===== config.mk =====
export PLATFORM = sky130hd
export DESIGN_NAME = nps_nco_ctrl
export DESIGN_NICKNAME = d
export VERILOG_FILES = /design/src/rtl/nps_nco_ctrl.sv
export SDC_FILE = /design/constraint.sdc
export NUM_CORES = 1
export LEC_CHECK = 0
export ABC_AREA = 1
export BUFFER_PORTS_ARGS = -buffer_cell sky130_fd_sc_hd__buf_2
export CAP_MARGIN = 20
export CORE_ASPECT_RATIO = 1.5
export CORE_MARGIN = 4
export CORE_UTILIZATION = 58
export DETAILED_ROUTE_END_ITERATION = 12
export HOLD_SLACK_MARGIN = 0.03
export PLACE_DENSITY = 0.87
export REMOVE_ABC_BUFFERS = 1
export SLEW_MARGIN = 5
export SYNTH_ARGS = -nofsm -noshare
export SYNTH_HDL_FRONTEND = slang
export SYNTH_SLANG_ARGS = --single-unit

===== constraint.sdc =====
create_clock -name clk -period 5.5 [get_ports clk]
set_input_delay 0.825 -clock clk [delete_from_list [all_inputs] [get_ports clk]]
set_output_delay 0.825 -clock clk [all_outputs]
set_load 0.005 [all_outputs]

===== src/rtl/nps_nco_ctrl.sv =====
`default_nettype none
// ============================================================================
// Module      : nps_nco_ctrl
// Description : NCO sequencer for the 512-entry sine ROM. Holds a phase
//               accumulator and issues one ROM address per cycle for a
//               programmed burst length, tracks samples in flight through
//               the ROM and pulses done once all of them have returned.
// Ports       : clk, reset_x (async, active low)
//               set / start / stop        - control strobes
//               freq_in / phase_in / len_in - burst configuration
//               rom_vo                    - valid returned by the ROM
//               rom_adr / rom_vi / rom_fi - ROM address, valid, frame start
//               busy / done               - status (all outputs registered)
// Revision    : 1.0 - initial release
// ============================================================================
module nps_nco_ctrl #(
   parameter int ADR_WIDTH   = 9,
   parameter int PHASE_WIDTH = 24,
   parameter int LEN_WIDTH   = 16
) (
   input  logic                   clk,
   input  logic                   reset_x,
   input  logic                   set,
   input  logic                   start,
   input  logic                   stop,
   input  logic [PHASE_WIDTH-1:0] freq_in,
   input  logic [PHASE_WIDTH-1:0] phase_in,
   input  logic [LEN_WIDTH-1:0]   len_in,
   input  logic                   rom_vo,
   output logic [ADR_WIDTH-1:0]   rom_adr,
   output logic                   rom_vi,
   output logic                   rom_fi,
   output logic                   busy,
   output logic                   done
);

   localparam logic [1:0]           c_idle    = 2'd0;
   localparam logic [1:0]           c_run     = 2'd1;
   localparam logic [1:0]           c_drain   = 2'd2;
   localparam logic [LEN_WIDTH-1:0] c_len_one = LEN_WIDTH'(1);
   localparam logic [3:0]           c_out_max = 4'd15;

   logic [1:0]             r_state;
   logic [1:0]             w_state_next;
   logic [PHASE_WIDTH-1:0] r_freq;
   logic [PHASE_WIDTH-1:0] r_phase;
   logic [LEN_WIDTH-1:0]   r_len;
   logic [PHASE_WIDTH-1:0] r_phase_acc;
   logic [LEN_WIDTH-1:0]   r_cnt;
   logic [3:0]             r_outstanding;
   logic [3:0]             w_out_next;
   logic [ADR_WIDTH-1:0]   r_rom_adr;
   logic                   r_rom_vi;
   logic                   r_rom_fi;
   logic                   r_busy;
   logic                   r_done;

   logic                   w_load;
   logic [PHASE_WIDTH-1:0] w_freq_eff;
   logic [PHASE_WIDTH-1:0] w_phase_eff;
   logic [LEN_WIDTH-1:0]   w_len_eff;
   logic                   w_issue_first;
   logic                   w_issue_run;
   logic [ADR_WIDTH-1:0]   w_rom_adr;
   logic                   w_rom_vi;
   logic                   w_rom_fi;
   logic                   w_done;

   // A set in the same cycle as start takes effect first, so the burst
   // launches from the values on the inputs rather than the old registers.
   assign w_load      = (r_state == c_idle) && set;
   assign w_freq_eff  = w_load ? freq_in  : r_freq;
   assign w_phase_eff = w_load ? phase_in : r_phase;
   assign w_len_eff   = w_load ? len_in   : r_len;

   assign w_issue_first = (r_state == c_idle) && start && (w_len_eff != '0);
   // stop wins over issuing; cnt holds the samples still to be issued.
   assign w_issue_run   = (r_state == c_run) && !stop && (r_cnt != '0);

   // In-flight count: a sample enters when its valid is on the ROM inputs
   // and leaves when the ROM returns it; both at once cancel.
   always_comb begin
      w_out_next = r_outstanding;
      case ({r_rom_vi, rom_vo})
         2'b10:   if (r_outstanding != c_out_max) w_out_next = r_outstanding + 4'd1;
         2'b01:   if (r_outstanding != 4'd0)      w_out_next = r_outstanding - 4'd1;
         default: w_out_next = r_outstanding;
      endcase
   end

   // State register
   always_ff @(posedge clk or negedge reset_x) begin
      if (!reset_x) r_state <= c_idle;
      else          r_state <= w_state_next;
   end

   // Next-state logic. DRAIN finishes on the edge that absorbs the final
   // return, so done lands in the cycle right after the last rom_vo.
   always_comb begin
      w_state_next = r_state;
      case (r_state)
         c_idle:  if (w_issue_first)                w_state_next = c_run;
         c_run:   if (stop || (r_cnt == '0))        w_state_next = c_drain;
         c_drain: if (w_out_next == 4'd0)           w_state_next = c_idle;
         default: w_state_next = c_idle;
      endcase
   end

   // Next values of the registered outputs
   always_comb begin
      w_rom_adr = r_rom_adr;
      w_rom_vi  = 1'b0;
      w_rom_fi  = 1'b0;
      w_done    = 1'b0;
      case (r_state)
         c_idle: begin
            if (w_issue_first) begin
               w_rom_adr = w_phase_eff[PHASE_WIDTH-1 -: ADR_WIDTH];
               w_rom_vi  = 1'b1;
               w_rom_fi  = 1'b1;
            end else if (start) begin
               w_done = 1'b1;   // zero-length burst completes at once
            end
         end
         c_run: begin
            if (w_issue_run) begin
               w_rom_adr = r_phase_acc[PHASE_WIDTH-1 -: ADR_WIDTH];
               w_rom_vi  = 1'b1;
            end
         end
         c_drain: w_done = (w_out_next == 4'd0);
         default: w_done = 1'b0;
      endcase
   end

   // Datapath and output registers
   always_ff @(posedge clk or negedge reset_x) begin
      if (!reset_x) begin
         r_freq        <= '0;
         r_phase       <= '0;
         r_len         <= '0;
         r_phase_acc   <= '0;
         r_cnt         <= '0;
         r_outstanding <= 4'd0;
         r_rom_adr     <= '0;
         r_rom_vi      <= 1'b0;
         r_rom_fi      <= 1'b0;
         r_busy        <= 1'b0;
         r_done        <= 1'b0;
      end else begin
         if (w_load) begin
            r_freq  <= freq_in;
            r_phase <= phase_in;
            r_len   <= len_in;
         end
         if (w_issue_first) begin
            r_phase_acc <= w_phase_eff + w_freq_eff;
            r_cnt       <= w_len_eff - c_len_one;
         end else if (w_issue_run) begin
            r_phase_acc <= r_phase_acc + r_freq;   // wraps modulo 2^PHASE_WIDTH
            r_cnt       <= r_cnt - c_len_one;
         end
         r_outstanding <= w_out_next;
         r_rom_adr     <= w_rom_adr;
         r_rom_vi      <= w_rom_vi;
         r_rom_fi      <= w_rom_fi;
         r_busy        <= (w_state_next != c_idle);
         r_done        <= w_done;
      end
   end

   assign rom_adr = r_rom_adr;
   assign rom_vi  = r_rom_vi;
   assign rom_fi  = r_rom_fi;
   assign busy    = r_busy;
   assign done    = r_done;

endmodule
`default_nettype wire


; Word-level counts from Yosys, hierarchy flattened
; Index checks and enable logic that the tools add are counted.
[op_classes]
eq_ne = 7
addsub = 6
reduce_logical = 17
muxes = 24
[op_table]
columns = cell, n
row1 = 2-to-1 mux 24 bit, 4
row2 = adder 24 bit, 2
row3 = 2-to-1 mux 16 bit, 3
row4 = nonzero test 16 bit, 2
row5 = subtractor 16 x 1 -> 16 bit (second input constant), 2
row6 = 2-to-1 mux 9 bit, 2
row7 = one-hot mux 9 bit (2 select lines), 1
row8 = zero test 16 bit, 1
row9 = 2-to-1 mux 4 bit, 2
row10 = one-hot mux 4 bit (2 select lines), 1
row11 = 2-to-1 mux 2 bit, 3
row12 = one-hot mux 2 bit (3 select lines), 1
row13 = nonzero test 2 bit, 3
row14 = logical AND 1 bit, 5
row15 = 2-to-1 mux 1 bit, 5
row16 = adder 4 x 1 -> 4 bit (second input constant), 1
row17 = equality test 2 x 1 -> 1 bit (second input constant), 2
row18 = equality test 2 bit (second input constant), 2
row19 = zero test 4 bit, 1
row20 = != test 2 bit (second input constant), 2
row21 = != test 4 bit (second input constant), 1
row22 = one-hot mux 1 bit (2 select lines), 2
row23 = nonzero test 4 bit, 1
row24 = subtractor 4 x 1 -> 4 bit (second input constant), 1
row25 = other kinds (4), 4
[word_totals]
elab_cells = 66
regBits = 123
output_inout_bits = 13

; Longest topological paths before layout
; Gate-level depths: netlist of run 1.
[logic_depth]
word_depth = 8
depth_mapped = 20
depth_no_buf = 19

; Worst setup path before layout of run 1
; OpenSTA, ideal clock, no wires.
[synth_path]
kind = input -> register
from = input port set
to = register r_phase_acc[23]
path_stages = 17
required_time_ns = 5.384
slack_ns = 1.573
n_path_buf = 4
setup_time_ns = 0.116
arrival_time_ns = 3.810
path_cell_list = buf_4 nand2_4 buf_6 clkbuf_1 clkbuf_1 mux2_2 ha_1 a21oi_1 nand2_1 a21oi_1 o21ai_0 a21oi_1 o21bai_1 o21ai_0 nand2_1 nand2_1 nand2_1
[synth_between]
word_cells_on_any_way = 9
classes_between = add/sub (1) / mux (4) / reduce/logical (4)
[synth_lines]
columns = item, line_no
row1 = start: declaration, 23  ; input logic set,
row2 = logical AND 1 bit, 71  ; assign w_load = (r_state == c_idle) && set;
row3 = 2-to-1 mux 24 bit, --
row4 = named net w_freq_eff[2], 59  ; logic [PHASE_WIDTH-1:0] w_freq_eff;
row5 = adder 24 bit, 157  ; r_phase_acc <= w_phase_eff + w_freq_eff;
row6 = 2-to-1 mux 24 bit, 156  ; if (w_issue_first) begin
row7 = end signal: assignment, 157
row8 = end signal: assignment, 160  ; r_phase_acc <= r_phase_acc + r_freq;
row9 = end: declaration, 48  ; logic [PHASE_WIDTH-1:0] r_phase_acc;
; The timed path passes the listed nets, and every way through them passes these cells.
; A chain may end at the register's enable or synchronous reset.

; Final worst setup path of run 1
[layout_path]
from = register r_state[1]
to = register r_phase_acc[22]
[layout_between]
elab_chain_len = 6
word_cells_on_any_way = 14
classes_between = add/sub (1) / eq/ne (1) / mux (4) / reduce/logical (8)
[layout_lines]
columns = item, line_no
row1 = start: declaration, 43  ; logic [1:0] r_state;
row2 = start signal: assignment, 93  ; if (!reset_x) r_state <= c_idle;
row3 = start signal: assignment, 94  ; else r_state <= w_state_next;
row4 = zero test 2 bit *, 71
row5 = logical AND 1 bit *, 71
row6 = 2-to-1 mux 16 bit *, --
row7 = named net w_len_eff[4], 61  ; logic [LEN_WIDTH-1:0] w_len_eff;
row8 = nonzero test 16 bit *, 76  ; assign w_issue_first = (r_state == c_idle) && start && (w_len_eff != '0);
row9 = logical AND 1 bit *, 76
row10 = 2-to-1 mux 24 bit or nonzero test 2 bit (tied branches), --
; Mark *: on every way through the listed nets, which the timed path passes. The rest lies on a longest branch.

==> results of run 1 <==
## sequential cells by signal, indices dropped and copies added (netlist names), 2 cells and up
signal and flops:
r_freq 24, r_state 2, rom_adr 9, r_phase 24, r_phase_acc 24, r_outstanding 4, r_cnt 16, r_len 16
## per-stage QoR
| step | utilization | setup WS, ns |
|---|---|---|
| after floorplan | - | 1.619 |
| after global placement | 0.6284 | 1.227 |
| final | 0.6633 | 1.358 |
| after global routing | 0.6633 | 0.9914 |
| after detailed placement | 0.6284 | 1.121 |
| after CTS | 0.6633 | 1.387 |
## logic make-up (layout without fill, tap and decap cells)
kind of cell,count (synthesis),in the layout,synth area share
AO/OA/AOI/OAI,218,218,0.1459
multiplexers,45,45,0.06048
XOR/XNOR,26,26,0.02718
adder cells (fa/ha/maj),53,53,0.08093
flip-flops,123,123,0.3673
buffers and inverters,122,206,0.06570
AND/OR/NAND/NOR,452,452,0.2525
## routing by layer
metal  up-vias  global-route usage  part of all wire
met5         -                   0                 0
met4         0              0.1117             0.035
met3        65             0.04276             0.039
met2       241              0.4823              0.53
met1      3534              0.2968              0.40
li1       3672                   -                 -
## worst max-delay path: stages (launching register included)
cell                      delay (ns)
sky130_fd_sc_hd__dfrtp_1        0.41
sky130_fd_sc_hd__nor2_4         0.40
sky130_fd_sc_hd__nand2_4        0.47
sky130_fd_sc_hd__nand2_1        0.17
sky130_fd_sc_hd__nand2_1        0.13
sky130_fd_sc_hd__nor2_1         0.14
sky130_fd_sc_hd__nand2_1        0.07
sky130_fd_sc_hd__nor2_2         0.16
sky130_fd_sc_hd__nand2_4        0.18
sky130_fd_sc_hd__nand2_8        0.35
sky130_fd_sc_hd__inv_2          0.26
sky130_fd_sc_hd__nor2_2         0.15
sky130_fd_sc_hd__buf_4          0.32
sky130_fd_sc_hd__inv_2          0.27
sky130_fd_sc_hd__buf_4          0.30
sky130_fd_sc_hd__nor2_1         0.14
sky130_fd_sc_hd__a31oi_1        0.06
## final cells by class
class / instances / area (sq um) / area share
Sequential cell: 123 / 3078 / 0.3285
Tap cell: 192 / 240.2 / 0.02564
Multi-Input combinational cell: 794 / 4751 / 0.5071
Timing Repair Buffer: 88 / 457.9 / 0.04888
Clock buffer: 21 / 470.5 / 0.05021
Clock inverter: 4 / 22.52 / 0.002404
Inverter: 93 / 349.1 / 0.03726
## placed cells by master (no fill, tap or decap), types with 17 or more instances in the layout
cell type / n
sky130_fd_sc_hd__nand3_1: 64
sky130_fd_sc_hd__o21ai_0: 74
sky130_fd_sc_hd__nand2_2: 35
sky130_fd_sc_hd__ha_1: 51
sky130_fd_sc_hd__nand2_1: 213
sky130_fd_sc_hd__a31oi_1: 33
sky130_fd_sc_hd__nor2_1: 82
sky130_fd_sc_hd__a21oi_1: 76
sky130_fd_sc_hd__buf_2: 81
sky130_fd_sc_hd__dfrtp_1: 123
sky130_fd_sc_hd__mux2_2: 45
sky130_fd_sc_hd__clkbuf_16: 17
sky130_fd_sc_hd__inv_1: 89
## path summary, 6_finish.rpt
kind | depth (start not counted) | to | startpoint | slack (ns)
setup / recovery | 16 | r_phase_acc[22] | r_state[1] | 1.36
hold / removal | 2 | r_phase_acc[0] | r_phase_acc[0] | 0.49
setup reg to reg | 16 | r_phase_acc[22] | r_state[1] | 1.36
hold reg to reg | 2 | r_phase_acc[0] | r_phase_acc[0] | 0.49
max in group asynchronous | 2 | r_state[1] | reset_x | 3.78
min in group asynchronous | 1 | r_freq[6] | reset_x | 0.56
==> results.md, run 1 <==
* Result of the run: completed
* Number of core rows at 53
* Gate count of the mapped netlist at 1039
* Number of distinct library cell variants in the gate-level netlist after synthesis at 50
* Sort of element at the end of the critical path: flop
* Global-route usage over all layers at 0.2622
* Average instance area after synthesis at 8.065 sq um
* Critical Setup Path Class: reg2reg
* Diodes inserted at 0
* Setup violations, final at 0
* Critical path launch point type: flop
* Count of buffers added by post-CTS timing repair for setup at 0
* Post-synth EDFFs at 0
* Routability Congestion at 0.9479
* Number of standard cells in the layout, taps in and fillers out at 1315
* Max-cap violations at 0
* Unrepaired setup endpoints after global routing: no
* Global-route wire length before repair at 35.25 mm
* Library cell with the highest instance count after synthesis: sky130_fd_sc_hd__nand2_1
* Library cell occupying the most area in the post-synthesis netlist: sky130_fd_sc_hd__dfrtp_1
* Clock Path Buffers at 2
* Clock latency of the later-clocked register in the worst-skew pair at 0.41 ns
* Vias per inst at 5.713
* Vias in the first global route at 7720
* Most instantiated flip-flop cell in the synthesis netlist: sky130_fd_sc_hd__dfrtp_1
* Port Buffer Count at 82
* Final wirelength at 20.64 mm
* Fraction of registers with async set or reset after synthesis at 1.000
* Finished layout cell area at 9369 sq um
* HP Class: reg2reg
* Final worst path period share at 0.7530
* Part of the Yosys area used for sequential elements at 0.3673
* Iteration-0 DRC count of the detailed router at 571
* Cell total after placement at 1290
* Placement Cell Area at 8876 sq um
* Number of synthesized register bits at 123
* Worst endpoint required time at 5.79 ns
* Clock transition at the registers of the reported paths at 0.05 ns
* Die X at 106.1 microns
* Proportion of layout cells with a drive suffix above 1 at 0.2012
* Clock buffers created by TritonCTS at 17
* Number of endpoints with negative hold slack in the final report at 0
* Largest driver fanout on the critical path at 54
* Achievable clock frequency at 241.5 MHz
* Initial cell density of the core at 0.5932
* Gr ovfl total at 0
* Count of hold buffers inserted by post-cts repair at 0
* Endpoint arrival time on the critical path at 4.43 ns
* Clock skew after layout at 0.009083 ns
* Gates resized, CTS repair at 0
* Clock root buffer: sky130_fd_sc_hd__clkbuf_16
* H-tree depth at 4
* Post-layout minimum cycle time at 4.142 ns
* Number of antenna violations at the first check in global routing at 0
* Yosys warning total at 0
* Die area at 16470 sq um
* Worst slew slack as a fraction of its limit at 0.3237
* Max-slew violation total from the final report at 0
* Final antenna-violating net count at 0
* Area of the core at 14120 sq um
* Number of iterations in the first detailed-routing pass at 5
* DRC viols at 0
* Post-synth top area share at 0.3673
* FILL cells at 1167
* Aggregate negative setup slack at 0 ns
* Die height at 155.2 microns
* Largest net degree at the start of global routing at 79
* Net count, final at 1240
* Clk sinks at 123
* Worst Tran Pin Value at 1.015 ns
* Routed wire per std cell at 15.69 microns
* Top post-synthesis cells by count: sky130_fd_sc_hd__nand2_1, sky130_fd_sc_hd__dfrtp_1, sky130_fd_sc_hd__inv_1, sky130_fd_sc_hd__nor2_1, sky130_fd_sc_hd__a21oi_1
* Tightest hold margin at 0.4870 ns
* Clock tree from TritonCTS: done
* Count of vias placed by the detailed router at 7512
* Dominant cells by area after synthesis: sky130_fd_sc_hd__dfrtp_1, sky130_fd_sc_hd__nand2_1, sky130_fd_sc_hd__ha_1, sky130_fd_sc_hd__mux2_2, sky130_fd_sc_hd__a21oi_1
* Sum of net half-perimeters after detailed placement at 15.47 mm
* Num ports at 83
* Syn Std Cell Area at 8379 sq um
* Area added between synthesis and finish at 11.81%
Power of run 1 is not shown: default switching activity piles up to over one toggle a cycle in this logic, so the estimate is an artifact.
==> run 2: changes to the inputs <==
ABC_AREA = 0   (was 1)
CORE_UTILIZATION = 54   (was 58)
PLACE_DENSITY = 0.86   (was 0.87)
clock period = 3.65 ns   (was 5.5 ns; I/O delays follow)
==> run 2 against run 1 <==
Compared with the run above:
- design area rose by 3.6%
- routed wire length fell by 0.54%
- synthesized cell count shrank 18%
- synthesized area down 2.8%
- critical path type unchanged
- critical endpoint is now r_phase_acc[19]
==> results.md, run 2 <==
* Top post-synthesis cells by count: sky130_fd_sc_hd__dfrtp_1, sky130_fd_sc_hd__a21oi_1, sky130_fd_sc_hd__mux2_2, sky130_fd_sc_hd__nand2_1, sky130_fd_sc_hd__nor2_1
* Die X at 108.3 microns
* Finished Core Util at 0.6620
* Post-synth top area share at 0.3779
* Post-synth EDFFs at 0
* Proportion of layout cells with a drive suffix above 1 at 0.2530
* Vias in the first global route at 7248
* Syn Std Cell Area at 8145 sq um
* Num ports at 83
* Final worst path period share at 0.9698
* Global-route usage over all layers at 0.2474
* H-tree depth at 4
* Yosys warning total at 0
* Post-layout minimum cycle time at 3.540 ns
* Port Buffer Count at 82
* Number of endpoints with negative hold slack in the final report at 0
* Result of the run: completed
* Die area at 17150 sq um
* Count of hold buffers inserted by post-cts repair at 0
* Setup violations, final at 0
* Number of iterations in the first detailed-routing pass at 7
* Library cell with the highest instance count after synthesis: sky130_fd_sc_hd__dfrtp_1
* HP Class: in2async
* Worst Tran Pin Value at 0.8942 ns
* Fraction of registers with async set or reset after synthesis at 1.000
* Clock root buffer: sky130_fd_sc_hd__clkbuf_16
* Achievable clock frequency at 282.5 MHz
* Clock buffers created by TritonCTS at 17
* Iteration-0 DRC count of the detailed router at 459
* Area of the core at 14660 sq um
* Clock transition at the registers of the reported paths at 0.05 ns
* Final antenna-violating net count at 0
* Die height at 158.4 microns
* Commonest cells after routing, fill and taps aside: sky130_fd_sc_hd__dfrtp_1, sky130_fd_sc_hd__buf_2, sky130_fd_sc_hd__a21oi_1
* Largest net degree at the start of global routing at 70
* Worst-case setup slack after placement at -0.2126 ns
* Critical path launch point type: flop
* Sum of net half-perimeters after detailed placement at 14.78 mm
* Worst path slowest cell: sky130_fd_sc_hd__dfrtp_1
* Clock skew after layout at 0.01052 ns
* Average instance area after synthesis at 9.583 sq um
* Critical Setup Path Class: reg2reg
* Routability Congestion at 0.9238
* Max-cap violations at 0
* Initial cell density of the core at 0.5556
* Diodes inserted at 0
* CP bufs+invs at 3
* Area added between synthesis and finish at 19.16%
* Final setup margin at 0.1102 ns
* Most frequent CP cell: sky130_fd_sc_hd__o211ai_1
* Clock tree from TritonCTS: done
* Number of antenna violations at the first check in global routing at 0
* Family with the most delay on the worst path: compound AO/OA/AOI/OAI gates
* Endpoint arrival time on the critical path at 3.88 ns
* Dominant cells by area after synthesis: sky130_fd_sc_hd__dfrtp_1, sky130_fd_sc_hd__mux2_2, sky130_fd_sc_hd__ha_1, sky130_fd_sc_hd__a21oi_1, sky130_fd_sc_hd__xnor2_1
* Leading cell type in the layout, fill and taps excluded: sky130_fd_sc_hd__dfrtp_1
* DRC viols at 0
* Number of core rows at 54
* Clk sinks at 123
* Net count, final at 1096
* Sort of element at the end of the critical path: flop
* Max-slew violation total from the final report at 0
* Largest regs: r_freq: 24 flops, r_phase: 24 flops, r_phase_acc: 24 flops
* Worst endpoint required time at 3.99 ns
* Library cell occupying the most area in the post-synthesis netlist: sky130_fd_sc_hd__dfrtp_1
* Clock latency of the later-clocked register in the worst-skew pair at 0.43 ns
* Tightest hold margin at 0.2352 ns
* Most instantiated flip-flop cell in the synthesis netlist: sky130_fd_sc_hd__dfrtp_1
* Gr ovfl total at 0
* Maximum cell stage delay along the critical path at 0.40 ns
* Count of vias placed by the detailed router at 7038
* Number of synthesized register bits at 123
* Part of the Yosys area used for sequential elements at 0.3779
* Global-route wire length before repair at 33.97 mm
* Number of distinct library cell variants in the gate-level netlist after synthesis at 70
* Gate count of the mapped netlist at 850
* Vias per inst at 5.964
* Critical path cell sequence: nor3b_4 > buf_12 > buf_6 > mux2_2 > ha_1 > o21a_1 > o211ai_1 > o211ai_1 > o41ai_2 > buf_4 > nor2b_2 > o21bai_1 > xnor2_1 > a22oi_1
* Final wirelength at 20.52 mm
* Routed wire per std cell at 17.39 microns
* Clock Path Buffers at 2
* Largest driver fanout on the critical path at 14
* Worst slew slack as a fraction of its limit at 0.4039
-- run 2: cell count changes in the layout (fill, tap and decap cells not counted), moves of 22 or more --
cell                      delta
sky130_fd_sc_hd__nand2_1   -154
sky130_fd_sc_hd__inv_1      -57
sky130_fd_sc_hd__buf_4      +42
sky130_fd_sc_hd__nand3_1    -41
sky130_fd_sc_hd__nand2_2    -34
sky130_fd_sc_hd__o21ai_0    -32
sky130_fd_sc_hd__a31oi_1    -27
sky130_fd_sc_hd__nor2_1     -23
sky130_fd_sc_hd__a21o_1     +22
sky130_fd_sc_hd__mux2i_1    +22
-- run 2: metrics by stage --
stage / setup TNS [ns] / std cells / cell area (sq um)
after floorplan: -179.73 / 818 / 8004
after global placement: -0.5414 / 1149 / 9104
after detailed placement: -1.032 / 1149 / 9104
after CTS: 0 / 1179 / 9647
after global routing: -0.01080 / 1180 / 9706
final: 0 / 1180 / 9706
-- run 2: logic make-up (layout without fill, tap and decap cells) --
group                    Yosys count  in the layout  synth area share
buffers and inverters             65            199           0.03256
adder cells (fa/ha/maj)           53             53           0.08326
AO/OA/AOI/OAI                    230            230            0.1848
XOR/XNOR                          55             55           0.05914
AND/OR/NAND/NOR                  239            239            0.1481
multiplexers                      85             85            0.1143
flip-flops                       123            123            0.3779
-- run 2: layer usage --
layer	global-route usage	wire (microns)	up-vias
met2	0.4490	10930	183
li1	-	-	3346
met4	0.1125	688	0
met1	0.2855	8145	3455
met3	0.03732	758	54
met5	0	0	-
-- run 2: worst reg2reg max path, delay by kind of cell, from the launching register on --
kind	cells	cell delay, ns
compound gates	6	1.19
simple gates	2	0.54
buf+inv	3	0.53
flops	1	0.40
mux	1	0.37
fa+ha+maj	1	0.31
xor+xnor	1	0.13
-- run 2: worst paths after layout --
check / from / endpoint / slack [ns] / depth (start not counted)
hold reg to reg: r_phase[2] / r_phase[2] / 0.50 / 1
max in group asynchronous: reset_x / r_phase[18] / 2.61 / 2
setup reg to reg: r_state[1] / r_phase_acc[19] / 0.11 / 14
hold / removal: reset_x / r_len[13] / 0.24 / 1
min in group clk: phase_in[2] / r_phase[2] / 0.38 / 2
setup / recovery: r_state[1] / r_phase_acc[19] / 0.11 / 14
-- run 2: area by class of cell --
type / count / area (sq um)
inverters: 33 / 123.9
repair buffers: 136 / 870.8
well taps: 196 / 245.2
clock inverters: 9 / 75.07
clock buffers: 21 / 450.4
flip-flops and latches: 123 / 3078
fillers: 1114 / 4956
multi-input cells: 662 / 4862
-- run 2: timing repair --
action	CTS	global route
pin swaps	1	3
buffers inserted	0	1
endpoints found under the setup margin	4	10
cloned	0	0
gates resized for setup	4	14
Power of run 2 is left out for the same reason.
